**src/rtl/puf_pkg.sv**
```systemverilog
// rtl/puf_pkg.sv - shared types and sizes for the PUF DUS conditioner
package puf_pkg;

    localparam int DUS_W     = 256;
    localparam int WORD_W    = 32;
    localparam int NUM_WORDS = 8;
    localparam int CNT_W     = 4;

    typedef enum logic [2:0] {
        IDLE,
        REQ,
        ACCUM,
        EVAL,
        CHECK,
        DONE,
        ERROR
    } state_t;

    typedef enum logic [1:0] {
        ERR_NONE     = 2'd0,
        ERR_UNSTABLE = 2'd1,
        ERR_STUCK    = 2'd2,
        ERR_TIMEOUT  = 2'd3
    } err_code_t;

    function automatic logic [5:0] popcount32(input logic [WORD_W-1:0] v);
        logic [5:0] n;
        n = '0;
        for (int i = 0; i < WORD_W; i++) begin
            n = n + 6'(v[i]);
        end
        return n;
    endfunction

endpackage

```
**src/rtl/puf_dus_conditioner_if.sv**
```systemverilog
// rtl/puf_dus_conditioner_if.sv - word read handshake between conditioner and PUF array
interface puf_dus_conditioner_if;
    import puf_pkg::*;

    logic              puf_req;
    logic [2:0]        puf_addr;
    logic              puf_ack;
    logic [WORD_W-1:0] puf_data;

    modport master (
        output puf_req,
        output puf_addr,
        input  puf_ack,
        input  puf_data
    );

    modport slave (
        input  puf_req,
        input  puf_addr,
        output puf_ack,
        output puf_data
    );

endinterface

```
**src/rtl/puf_vote_bank.sv**
```systemverilog
// rtl/puf_vote_bank.sv - per-bit vote counters for one 32-bit PUF word
module puf_vote_bank
    import puf_pkg::*;
(
    input  logic                    clock,
    input  logic                    reset_n,
    input  logic                    clear,
    input  logic                    en,
    input  logic [WORD_W-1:0]       data,
    output logic [WORD_W*CNT_W-1:0] counts
);

    // NUM_READS never exceeds 15, so the counters cannot wrap
    always_ff @(posedge clock) begin
        if (!reset_n || clear) begin
            counts <= '0;
        end else if (en) begin
            for (int i = 0; i < WORD_W; i++) begin
                counts[i*CNT_W +: CNT_W] <= counts[i*CNT_W +: CNT_W]
                                          + {{(CNT_W-1){1'b0}}, data[i]};
            end
        end
    end

endmodule

```
**src/rtl/puf_dus_conditioner.sv**
```systemverilog
// rtl/puf_dus_conditioner.sv - repeated PUF readout, per-bit majority vote and health check
module puf_dus_conditioner
    import puf_pkg::*;
#(
    parameter int NUM_READS    = 5,
    parameter int MAX_UNSTABLE = 32,
    parameter int TIMEOUT      = 255
) (
    input  logic                 clock,
    input  logic                 reset_n,
    input  logic                 generate_pulse,
    output logic                 busy,
    puf_dus_conditioner_if.master puf,
    output logic [DUS_W-1:0]     dus_secret,
    output logic                 dus_valid,
    output logic                 error,
    output logic [1:0]           error_code,
    output logic [8:0]           unstable_count
);

    localparam logic [CNT_W-1:0] HALF_READS = CNT_W'(NUM_READS / 2);
    localparam logic [CNT_W-1:0] ALL_READS  = CNT_W'(NUM_READS);
    localparam logic [3:0]       LAST_READ  = 4'(NUM_READS - 1);
    localparam logic [7:0]       TMO_LIMIT  = 8'(TIMEOUT);
    localparam logic [8:0]       MAX_UNST   = 9'(MAX_UNSTABLE);

    state_t              state;
    err_code_t           err_q;
    logic [2:0]          word;
    logic [3:0]          read_idx;
    logic [7:0]          tmo_cnt;
    logic [WORD_W-1:0]   cap;
    logic [DUS_W-1:0]    result;
    logic                req_q;
    logic [2:0]          addr_q;
    logic                start_ok;

    logic [WORD_W*CNT_W-1:0] bank_counts [NUM_WORDS];
    logic [WORD_W*CNT_W-1:0] eval_counts;
    logic [WORD_W-1:0]       eval_maj;
    logic [WORD_W-1:0]       eval_unst;

    assign puf.puf_req  = req_q;
    assign puf.puf_addr = addr_q;
    assign error_code   = err_q;

    assign start_ok = generate_pulse
                   && (state == IDLE || state == DONE || state == ERROR);

    for (genvar k = 0; k < NUM_WORDS; k++) begin : g_bank
        puf_vote_bank u_bank (
            .clock   (clock),
            .reset_n (reset_n),
            .clear   (start_ok),
            .en      (state == ACCUM && word == 3'(k)),
            .data    (cap),
            .counts  (bank_counts[k])
        );
    end

    // Majority and instability of the word currently being evaluated
    always_comb begin
        eval_counts = bank_counts[word];
        eval_maj    = '0;
        eval_unst   = '0;
        for (int i = 0; i < WORD_W; i++) begin
            eval_maj[i]  = eval_counts[i*CNT_W +: CNT_W] > HALF_READS;
            eval_unst[i] = (eval_counts[i*CNT_W +: CNT_W] != '0)
                        && (eval_counts[i*CNT_W +: CNT_W] != ALL_READS);
        end
    end

    always_ff @(posedge clock) begin
        if (!reset_n) begin
            state          <= IDLE;
            err_q          <= ERR_NONE;
            word           <= '0;
            read_idx       <= '0;
            tmo_cnt        <= '0;
            cap            <= '0;
            result         <= '0;
            req_q          <= 1'b0;
            addr_q         <= '0;
            busy           <= 1'b0;
            dus_secret     <= '0;
            dus_valid      <= 1'b0;
            error          <= 1'b0;
            unstable_count <= '0;
        end else begin
            case (state)
                IDLE, DONE, ERROR: begin
                    if (generate_pulse) begin
                        state          <= REQ;
                        err_q          <= ERR_NONE;
                        word           <= '0;
                        read_idx       <= '0;
                        tmo_cnt        <= '0;
                        result         <= '0;
                        req_q          <= 1'b1;
                        addr_q         <= '0;
                        busy           <= 1'b1;
                        dus_secret     <= '0;
                        dus_valid      <= 1'b0;
                        error          <= 1'b0;
                        unstable_count <= '0;
                    end
                end
                REQ: begin
                    if (puf.puf_ack) begin
                        cap   <= puf.puf_data;
                        req_q <= 1'b0;
                        state <= ACCUM;
                    end else if (tmo_cnt + 8'd1 == TMO_LIMIT) begin
                        req_q <= 1'b0;
                        busy  <= 1'b0;
                        error <= 1'b1;
                        err_q <= ERR_TIMEOUT;
                        state <= ERROR;
                    end else begin
                        tmo_cnt <= tmo_cnt + 8'd1;
                    end
                end
                ACCUM: begin
                    tmo_cnt <= '0;
                    if (word != 3'd7) begin
                        word   <= word + 3'd1;
                        addr_q <= word + 3'd1;
                        req_q  <= 1'b1;
                        state  <= REQ;
                    end else if (read_idx != LAST_READ) begin
                        word     <= '0;
                        addr_q   <= '0;
                        read_idx <= read_idx + 4'd1;
                        req_q    <= 1'b1;
                        state    <= REQ;
                    end else begin
                        word  <= '0;
                        state <= EVAL;
                    end
                end
                EVAL: begin
                    result[{word, 5'd0} +: WORD_W] <= eval_maj;
                    unstable_count <= unstable_count + {3'b000, popcount32(eval_unst)};
                    if (word == 3'd7) begin
                        word  <= '0;
                        state <= CHECK;
                    end else begin
                        word <= word + 3'd1;
                    end
                end
                CHECK: begin
                    busy <= 1'b0;
                    if (unstable_count > MAX_UNST) begin
                        error <= 1'b1;
                        err_q <= ERR_UNSTABLE;
                        state <= ERROR;
                    end else if (result == '0 || result == '1) begin
                        error <= 1'b1;
                        err_q <= ERR_STUCK;
                        state <= ERROR;
                    end else begin
                        dus_secret <= result;
                        dus_valid  <= 1'b1;
                        state      <= DONE;
                    end
                end
                default: begin
                    state <= IDLE;
                    req_q <= 1'b0;
                    busy  <= 1'b0;
                end
            endcase
        end
    end

endmodule

```
**src/flat_wrapper.sv**
```systemverilog
// flat-port wrapper written by rule: the top's interface ports become plain ports
module puf_dus_conditioner_flat import puf_pkg::*;
#(
    parameter int NUM_READS    = 5,
    parameter int MAX_UNSTABLE = 32,
    parameter int TIMEOUT      = 255
)
  (clock, reset_n, generate_pulse, busy, dus_secret, dus_valid, error, error_code, unstable_count, puf_puf_req, puf_puf_addr, puf_puf_ack, puf_puf_data);
  puf_dus_conditioner_if puf_i ();
  input  logic clock;
  input  logic reset_n;
  input  logic generate_pulse;
  output logic busy;
  output logic [DUS_W-1:0] dus_secret;
  output logic dus_valid;
  output logic error;
  output logic [1:0] error_code;
  output logic [8:0] unstable_count;
  output wire logic [$bits(puf_i.puf_req)-1:0] puf_puf_req;
  output wire logic [$bits(puf_i.puf_addr)-1:0] puf_puf_addr;
  input wire logic [$bits(puf_i.puf_ack)-1:0] puf_puf_ack;
  input wire logic [$bits(puf_i.puf_data)-1:0] puf_puf_data;
  assign puf_puf_req = puf_i.puf_req;
  assign puf_puf_addr = puf_i.puf_addr;
  assign puf_i.puf_ack = puf_puf_ack;
  assign puf_i.puf_data = puf_puf_data;
  puf_dus_conditioner #(.NUM_READS(NUM_READS), .MAX_UNSTABLE(MAX_UNSTABLE), .TIMEOUT(TIMEOUT)) u_core (.clock(clock), .reset_n(reset_n), .generate_pulse(generate_pulse), .busy(busy), .puf(puf_i), .dus_secret(dus_secret), .dus_valid(dus_valid), .error(error), .error_code(error_code), .unstable_count(unstable_count));
endmodule
```
**config.mk**
```make
export PLATFORM = sky130hd
export DESIGN_NAME = puf_dus_conditioner_flat
export DESIGN_NICKNAME = d
export VERILOG_FILES = /design/src/rtl/puf_pkg.sv /design/src/rtl/puf_dus_conditioner_if.sv /design/src/rtl/puf_vote_bank.sv /design/src/rtl/puf_dus_conditioner.sv /design/src/flat_wrapper.sv
export SDC_FILE = /design/constraint.sdc
export NUM_CORES = 2
export LEC_CHECK = 0
export CAP_MARGIN = 20
export CORE_ASPECT_RATIO = 1.5
export CORE_MARGIN = 2
export CORE_UTILIZATION = 61
export DETAILED_ROUTE_END_ITERATION = 10
export GPL_TIMING_DRIVEN = 0
export PLACE_DENSITY = 0.91
export SYNTH_ARGS = -nofsm -noshare
export SYNTH_HDL_FRONTEND = slang
export SYNTH_SLANG_ARGS = --single-unit
```
**constraint.sdc**
```tcl
create_clock -name clock -period 8.63 [get_ports clock]
set_input_delay 0.863 -clock clock [delete_from_list [all_inputs] [get_ports clock]]
set_output_delay 0.863 -clock clock [all_outputs]
set_load 0.01 [all_outputs]
```
==> impl_metrics.yaml <==
drt:
  drc: 2
  wirelength_um: 315000
  viasPerCell: 6.93
  dr.first_iter.drc_count: 11054
  ant_nets: 0
  vias: 72355
  wl_per_cell_um: 30.2
  drtPass1Iterations: 11
worst_setup_path:
  crit_path_max_fanout: 10
  reg2reg_from: "u_core.word[1]"
  worst_ep_required_time_ps: 9340
  r2r_slack_ps: 120
  crit_cells: 24
  cpPeakStageDelay_ps: 620
  startpoint: "u_core.word[1]"
  crit_family: "adder cells"
  crit_buf_inv: 5
  cp_slowest_cell: "fa_1"
  r2r.worst_path.cells: 24
  r2r_end: "u_core.unstable_count[7]"
  crit_end: "u_core.unstable_count[7]"
  crit_chain: "buf_6 > buf_8 > buf_4 > buf_6 > mux4_2 > mux2i_1 > and3_1 > fa_1 > fa_1 > fa_1 > fa_1 > fa_1 > fa_1 > fa_2 > fa_1 > inv_1 > ha_1 > a21o_1 > a21oi_1 > o21ai_0 > a21oi_1 > nand2b_1 > a21oi_1 > mux2i_1"
  endpoint_kind: "flip-flop"
  cp_common_cell: "fa_1"
  start_kind: "flip-flop"
  cp.arrival_ps: 9220
  critical_path_class: "reg -> reg"
die:
  initial_core_util: 0.612
  io_pins: 310
  dieArea_um2: 128000
  fp.dieH_um: 438
  num_rows: 159
  design.core.area_um2: 125000
  die_w_um: 293
logic_synthesis:
  syn-num-nets: 8759
  avgSynthCellArea_um2: 9.38
  yosysMostFrequentCell: "nand2_1"
  ys_async_sr_fraction: 0
  synth-simple-area-share: 0.196
  synth_top_family_by_area: "simple AND/OR/NAND/NOR gates"
  yosysSeqAreaShare: 0.420
  syn-cell-area_um2: 76500
  synth.area.mux_share: 0.0929
  synthDistinctLibCells: 57
  synth_common_cells: "1,662 x nand2_1, 1,604 x dfxtp_1, 784 x nor2_1, 665 x a21oi_1, 538 x ha_1"
  netlist_instances: 8160
  synth-seq-cells: 1604
  synth-edff-count: 0
  synth-warning-count: 0
  synth_top_area_cell: "dfxtp_1"
  synth-xor-area-share: 0.0638
  yosysTopAreaCellShare: 0.420
  synth-adder-area-share: 0.0945
  synth_ff_type: "dfxtp_1"
  synth_compound_area_frac: 0.0959
  synthTopCellsByArea: "dfxtp_1 42%, ha_1 8.8%, nand2_1 8.2%"
timing:
  final.setup.tns_ps: 0
  hold_viol: 0
  slew_viol_final: 0
  fin_crit_sh: 0.986
  fmax_mhz: 118
  finClkSkew_ps: 34.4
  setup_violations: 0
  period_minus_slack_ps: 8510
  tightest_slew_ps: 1290
  relSlewSlack: 0.143
  timing.hold.ws_ps: 457
grt:
  antenna_found_initial: 30
  grt_usage: 0.483
  grt_pass1_wl_um: 454000
  grt_pass1_vias: 70897
  grt_max_degree: 20
  overflow: 0
cts:
  cts.clk_slew.worst_paths_ps: 70
  clkSinkCount: 1604
  clock_latency_ps: 840
  cts_root_buf: "clkbuf_16"
  cts_made_buffers: 142
  htreeDepth: 4
  cts_tree: "yes"
  clock_path_buffers: 3
power:
  p_per_area_nw_per_um2: 202
  power_leakage_nw: 32.9
  vdd_drop_max_v: 0.000237
hold_path:
  hp-class: "reg -> reg"
  holdPathStages: 2
run_status:
  status: "complete, but fails checks"
  violations: "design-rule violations"
finish:
  nNetsFinal: 9303
  fin_util: 0.704
  drive_above_1_share: 0.132
  syn2layout_area_growth_pct: 15.0
place:
  routabilityCongestion: 1.06
  port_buffers: 308
  dp_hpwl_um: 213000
job:
  drv_cap: 0
==> worst min-delay path by stage <==
stage / startpoint / to / slack (ps)
6_report: u_core.dus_secret[63] / u_core.dus_secret[63] / 460
5_1_grt: u_core.dus_secret[87] / u_core.dus_secret[87] / 470
4_1_cts: u_core.dus_secret[63] / u_core.dus_secret[63] / 460
3_5_place_dp: u_core.dus_secret[181] / u_core.dus_secret[181] / 450
3_3_place_gp: u_core.dus_secret[188] / u_core.dus_secret[188] / 450
2_1_floorplan: u_core.g_bank[1].u_bank.counts[0] / u_core.g_bank[1].u_bank.counts[0] / 450
==> power by group <==
| group | internal (mW) | leakage (nW) | total, mW | switching [mW] |
|---|---|---|---|---|
| logic | 0.718 | 17.6 | 3.36 | 2.65 |
| clock network | 3.83 | 2.39 | 6.83 | 2.99 |
| registers | 7.44 | 12.9 | 7.57 | 0.122 |
==> cell families after synthesis <==
kind of cell,Yosys count
simple gates,3267
flops,1604
compound gates,1167
buf+inv,612
fa+ha+maj,563
xor+xnor,557
mux,390
==> repair_timing <==
item | in CTS | in global routing
setup endpoints to repair | 8 | 8
pin swaps | 0 | 2
hold endpoints to repair | 0 | 0
buffers inserted | 0 | 2
hold buffers | 0 | 0
gates resized for setup | 45 | 109
==> placed cells by master (no fill, tap or decap), types with 150 or more instances in the layout <==
| master | n |
|---|---|
| a21oi_1 | 665 |
| a21oi_2 | 200 |
| a22oi_1 | 228 |
| clkbuf_1 | 383 |
| clkbuf_16 | 150 |
| clkdlybuf4s50_1 | 308 |
| dfxtp_1 | 1604 |
| ha_1 | 538 |
| mux4_2 | 256 |
| nand2_1 | 1662 |
| nand3_2 | 202 |
| nand4_1 | 341 |
| nor2_1 | 783 |
| xor2_1 | 515 |
==> per-layer routing <==
layer / track usage / part of all wire
met5: 0.00450 / 0.0011
met4: 0.480 / 0.14
met3: 0.223 / 0.15
met2: 0.732 / 0.42
met1: 0.481 / 0.29
==> worst min-delay path, cell delays in order, from the launching register on <==
cell and delay [ps]:
dfxtp_1 320, nand3_2 60, a21oi_2 40
==> stage by stage <==
stage	setup WS, ps	total power [mW]	instance area [µm²]	cells
global placement	-601	10.5	81600	10078
finish	124	17.8	88000	10448
global route	-72.2	17.9	87900	10423
CTS	7.94	17.2	87300	10401
detailed placement	-735	10.6	82300	10150
floorplan	921	9.30	76500	8160
==> sequential cells by signal (all words and copies together) (netlist names), 4 cells and up <==
| register | count |
|---|---|
| u_core.cap | 32 |
| u_core.dus_secret | 256 |
| u_core.g_bank.u_bank.counts | 1024 |
| u_core.read_idx | 4 |
| u_core.result | 256 |
| u_core.tmo_cnt | 8 |
| u_core.unstable_count | 9 |
==> layout make-up <==
class / count / area (µm²)
antenna: 26 / 65.1
clock inverter: 42 / 606
multi-input combinational: 5944 / 41600
timing repair buffer: 401 / 4070
tap: 1610 / 2010
sequential: 1604 / 32100
buffer: 566 / 3130
inverter: 45 / 169
fill: 8330 / 36900
clock buffer: 210 / 4250
Note: power is estimated with default switching activity, not from simulation.
